--- src/rtl/whack_pkg.sv ---
// Shared constants and types for the whack-a-mole button path.
package whack_pkg;
   localparam int NUM_BUTTONS     = 5;
   localparam int SEL_W           = 3;
   localparam int DEBOUNCE_CYCLES = 2;

   typedef logic [NUM_BUTTONS-1:0] btn_vec_t;
   typedef logic [SEL_W-1:0]       sel_t;
endpackage

--- src/rtl/button_conditioner.sv ---
// One button: 2-flop synchroniser, counter debounce and rising-edge detect.
module button_conditioner #(
   parameter int DEBOUNCE_CYCLES = 2
) (
   input  logic clock,
   input  logic reset,
   input  logic button,
   output logic level,
   output logic rise
);
   localparam int CNT_W = $clog2(DEBOUNCE_CYCLES + 1);

   logic             s1, s2, level_d;
   logic [CNT_W-1:0] cnt;

   always_ff @(posedge clock or posedge reset) begin
      if (reset) begin
         s1      <= 1'b0;
         s2      <= 1'b0;
         level   <= 1'b0;
         level_d <= 1'b0;
         cnt     <= '0;
      end else begin
         s1      <= button;
         s2      <= s1;
         level_d <= level;
         // Any sample matching the accepted level restarts the stability count.
         if (s2 == level) begin
            cnt <= '0;
         end else if (cnt == CNT_W'(DEBOUNCE_CYCLES - 1)) begin
            level <= s2;
            cnt   <= '0;
         end else begin
            cnt <= cnt + CNT_W'(1);
         end
      end
   end

   assign rise = level & ~level_d;
endmodule

--- src/rtl/mux_validator.sv ---
// Registers a one-cycle hit when only the selected mole's button is freshly pressed.
module mux_validator
   import whack_pkg::*;
#(
   parameter int DEBOUNCE_CYCLES = whack_pkg::DEBOUNCE_CYCLES
) (
   input  logic     clock,
   input  logic     reset,
   input  btn_vec_t buttons,
   input  sel_t     selector,
   output logic     pulse
);
   btn_vec_t level, rise, sel_oh;
   logic     hit;

   for (genvar g = 0; g < NUM_BUTTONS; g++) begin : g_btn
      button_conditioner #(.DEBOUNCE_CYCLES(DEBOUNCE_CYCLES)) u_cond (
         .clock  (clock),
         .reset  (reset),
         .button (buttons[g]),
         .level  (level[g]),
         .rise   (rise[g])
      );
   end

   // Out-of-range selectors decode to an empty one-hot, so they can never hit.
   always_comb begin
      sel_oh = '0;
      for (int i = 0; i < NUM_BUTTONS; i++)
         if (selector == SEL_W'(i)) sel_oh[i] = 1'b1;
      hit = (|(rise & sel_oh)) && ((level & ~sel_oh) == '0);
   end

   always_ff @(posedge clock or posedge reset) begin
      if (reset) pulse <= 1'b0;
      else       pulse <= hit;
   end
endmodule

--- config.mk ---
export PLATFORM = sky130hd
export DESIGN_NAME = mux_validator
export DESIGN_NICKNAME = d
export VERILOG_FILES = /design/src/rtl/whack_pkg.sv /design/src/rtl/button_conditioner.sv /design/src/rtl/mux_validator.sv
export SDC_FILE = /design/constraint.sdc
export NUM_CORES = 1
export LEC_CHECK = 0
export ABC_AREA = 1
export CORE_UTILIZATION = 55
export DETAILED_ROUTE_END_ITERATION = 7
export DONT_BUFFER_PORTS = 1
export GPL_TIMING_DRIVEN = 0
export PLACE_DENSITY = 0.68
export REMOVE_ABC_BUFFERS = 1
export SYNTH_ARGS = -nofsm -noshare
export SYNTH_HDL_FRONTEND = slang
export SYNTH_SLANG_ARGS = --single-unit
--- constraint.sdc ---
create_clock -name clock -period 1.6 [get_ports clock]
set_input_delay 0.16 -clock clock [delete_from_list [all_inputs] [get_ports clock]]
set_output_delay 0.16 -clock clock [all_outputs]
set_load 0.02 [all_outputs]
; ---- Yosys cells after proc, flatten, opt, wreduce, memory -nomap -nowiden
; Index checks and enable logic that the tools add are counted.
[op_classes]
mux = 15
n_addsub = 5
n_reduce_logical = 9
n_eq_ne = 14
n_bitwise = 18
[op_table]
columns = operator, n
row1 = $mux W2, 10
row2 = $add A2 B1 Y2 const B, 5
row3 = $and A5 B5 Y5, 2
row4 = $eq A2 B1 Y1 const B, 5
row5 = $not A1 Y1, 10
row6 = $reduce_and A2 Y1, 5
row7 = $eq A3 B2 Y1 const B, 2
row8 = $and A1 B1 Y1, 5
row9 = $eq A1 B1 Y1, 5
row10 = $logic_not A5 Y1, 1
row11 = $mux W1, 5
row12 = $not A5 Y5, 1
row13 = $reduce_or A5 Y1, 1
row14 = $eq A3 B1 Y1 const B, 1
row15 = $eq A3 B3 Y1 const B, 1
row16 = $logic_not A3 Y1, 1
row17 = $logic_and A1 B1 Y1, 1
[word_totals]
in_bits = 10
out_inout_bits = 1
reg_bits = 31
elab_cells = 87

; ---- Depth between registers and ports, before layout
[logic_depth]
ltp_word = 6
depth_mapped = 7
mapped_depth_nobuf = 7

; ---- By module
; A second synthesis with hierarchy kept.
[hier_totals]
hier_cells = 141
hier_area_um2 = 1226.2
[by_module_without_submodules]
columns = mod, area_per_inst_um2, n_inst, seq_area_each_um2, cells_per_inst
row1 = button_conditioner, 214.0, 5, 150.1, 22
row2 = mux_validator, 156.4, 1, 25.0, 31

; ---- Least setup slack after synthesis
; OpenSTA, ideal clock, no wires.
[synth_timing]
path_kind = reg-to-reg
start = register g_btn[3].u_cond.level
end = register pulse
n_path_buf = 0
arrival_time_ns = 0.739
synth_period_minus_slack_ns = 0.854
setup_time_ns = 0.115
stages_incl_launch_ff = 7
path_slack_ns = 0.746
required_ns = 1.485
cell_sequence = dfrtp_1 -> nand2_1 -> nand2_1 -> nor2_1 -> nand2_1 -> nand2_1 -> nor2_2
[synth_via]
elab_chain_cells = 4
word_cells_on_any_way = 6
cone_classes = bitwise (3) / reduce/logical (3)
[synth_lines]
columns = item, line
row1 = "start, declared", button_conditioner.sv:8  ; output logic level,
row2 = "start signal, assigned", button_conditioner.sv:20  ; level <= 1'b0;
row3 = "start signal, assigned", button_conditioner.sv:31  ; level <= s2;
row4 = $and A1 B1 Y1, button_conditioner.sv:39  ; assign rise = level & ~level_d;
row5 = $and A5 B5 Y5, mux_validator.sv:31  ; hit = (|(rise & sel_oh)) && ((level & ~sel_oh) == '0);
row6 = $reduce_or A5 Y1, mux_validator.sv:31
row7 = $logic_and A1 B1 Y1 (*), mux_validator.sv:31
row8 = net hit, mux_validator.sv:14  ; logic hit;
row9 = "end signal, assigned", mux_validator.sv:36  ; else pulse <= hit;
row10 = "end, declared", mux_validator.sv:11  ; output logic pulse
; The timed path passes the listed nets; every way through them passes the cells marked *.
; A chain may end at the register's enable or synchronous reset.

; ---- Worst setup path in the final report
[layout_timing]
start = register pulse
end = output port pulse
; No word-level cell between the ends.

==> flow_metrics.tcl <==
set metrics [dict create \
    status "finished with violations" \
    violations "negative hold slack" \
    final_cells 140 \
    ys_seq_elements 31 \
    leakage_nw 0.641 \
    synth_edf_count 0 \
    gp_congestion 0.764 \
    p_per_area_nw_per_um2 1590 \
    cp.arrival_ns 0.77 \
    fin_hold_ws_ns -0.0142 \
    cts_root_buf "clkbuf_4" \
    wl_per_cell_um 10.5 \
    ys_seq_area_share_pct 69.6 \
    syn_area_sq_um 1110 \
    area_delta_synth_final_pct 12.0 \
    clkTransAtPathRegs_ns 0.09 \
    synthFlopType "dfrtp_1" \
    rrSetupSlack_ns 0.67 \
    fin_ws_ns 0.670 \
    timing.rr.end "pulse" \
    place_ws_ns 0.483 \
    worstHoldPathType "in -> async" \
    peakVddDrop_v 0.00113 \
    finalSetupViolations 0 \
    synth_top_area_cell "dfrtp_1" \
    cts.sinks 31 \
    synth_top_area_share_pct 69.6 \
    antenna_found_initial 0 \
    grt_start_max_net_pins 32 \
    hpwl_um 1020 \
    power_mw 1.99 \
    maxCapViolations 0 \
    max-slew-margin-rel_pct 28.0 \
    htree_levels 2 \
    n_antenna_cell 0 \
    timing_hold_violations_final 31 \
    synth_common_cells "dfrtp_1, nand2_1, inv_1" \
    initial_core_util_pct 61.2 \
    post-route-util_pct 68.6 \
    synth_most_common_cell "dfrtp_1" \
    postLayoutCellArea_sq_um 1250 \
    clk_latency_ns 0.32 \
    grt_setup_unrepaired "no" \
    die_h_um 47.0 \
    die_area_sq_um 2210 \
    synthArstFlopShare_pct 100 \
    die_x_um 47.0 \
    cp-end-kind "output pin" \
    syn_inst 102 \
    antenna_left 0 \
    layout-drive-gt1-share_pct 8.70 \
    period_minus_slack_ns 0.930 \
    worstPathMaxFanout 1 \
    fmax_mhz 1080 \
    tightest_slew_ns 1.08 \
    cts_buffer_depth 2 \
    fin_nets 124 \
    finalClockSkew_ns 0.00353 \
    min_period_over_period_pct 58.1 \
    syn_area_per_cell_sq_um 10.9 \
    dpl_cell_area_sq_um 1150 \
    viasPerCell 4.70 \
    crit_cells 0 \
    core-area_sq_um 1820 \
    fill_cells 142 \
    crit_type "reg -> out" \
    ios 11 \
    num_vias 658 \
    grt_pass1_wl_um 2490 \
    overflow 0 \
    grt.total_usage_pct 17.9 \
    crit_path_end "pulse" \
    firstDrtPassIters 2 \
    post-route-drc-count 0 \
    rows 15 \
    cts_setup_buffers 0 \
    synth_warnings 0 \
    cts_tree "built" \
    finalMaxSlewViolations 0 \
    synthDistinctLibCells 11 \
    drtIter0Drc 4 \
    postRouteWirelength_um 1470 \
    reg2reg_depth 6 \
    r2r_start "g_btn[3].u_cond.level" \
    synthTopCellsByArea "dfrtp_1, nand2_1, inv_1, xnor2_1, mux2i_1" \
    port_buffers 0 \
    dp.cells 127 \
    setup-tns-final_ns 0 \
    cts_buffers 5 \
    critPathRequiredTime_ns 1.44 \
    startpoint_type "flop" \
    worstSetupStartpoint "pulse" \
    grt_pass1_vias 635 \
]
[report_power, final]
group | total [mW] | leakage [nW] | internal (mW) | switching [mW]
registers | 1.15 | 0.378 | 0.987 | 0.162
clock network | 0.417 | 0.0347 | 0.163 | 0.254
logic | 0.424 | 0.228 | 0.198 | 0.226
[area by class of cell]
class                   count  area [sq um]  area share, %
multi-input cells          52           268           21.4
repair buffers              5          50.0           4.01
clock inverters             3          15.0           1.20
well taps                  25          31.3           2.51
inverters                  19          71.3           5.71
clock buffers               5          37.5           3.01
flip-flops and latches     31           776           62.1
[metal layers]
metal | up-vias | wire length (um) | part of all wire (%) | GRT usage [%]
li1 | 329 | - | - | -
met1 | 310 | 619 | 42 | 19.4
met2 | 12 | 739 | 50 | 27.2
met3 | 7 | 68 | 4.6 | 7.31
met4 | 0 | 45 | 3.1 | 15.4
met5 | - | 0 | 0 | 0
[cell usage in the layout (no fill, tap or decap), drive strengths merged]
| cell | count |
|---|---|
| dfrtp | 31 |
| clkbuf | 5 |
| inv | 19 |
| dlygate4sd3 | 5 |
| nor2 | 10 |
| nor3 | 5 |
| nand3 | 4 |
| clkinv | 3 |
| nand2 | 23 |
| o21ai | 1 |
| mux2i | 4 |
| xnor2 | 5 |
[worst min path at each step]
stage	end	cells past startpoint	slack, ns
finish	g_btn[1].u_cond.s2	1	-0.01
detailed placement	g_btn[2].u_cond.s1	0	0.19
global placement	g_btn[0].u_cond.s1	0	0.19
floorplan	g_btn[0].u_cond.s1	0	0.19
CTS	g_btn[1].u_cond.s1	1	0.03
global route	pulse	4	0.06
[sequential cells by signal, indices dropped and copies added (netlist names)]
name and cells:
g_btn.u_cond.level 5, g_btn.u_cond.s2 5, pulse 1, g_btn.u_cond.cnt 10
g_btn.u_cond.level_d 5, g_btn.u_cond.s1 5
[cell families after synthesis]
kind of cell / after synthesis / synth area share (%)
DFF: 31 / 69.6
and+or+nand+nor: 42 / 16.0
AOI/OAI and AO/OA: 1 / 0.449
xor gates and xnor gates: 5 / 3.93
buffers and inverters: 19 / 6.40
muxes: 4 / 3.59
[timing repair]
item,4_1_cts,5_1_grt
hold buffers,5,0
resized for setup,0,0
endpoints found under the hold margin,5,0
Note: power is estimated with default switching activity, not from simulation.
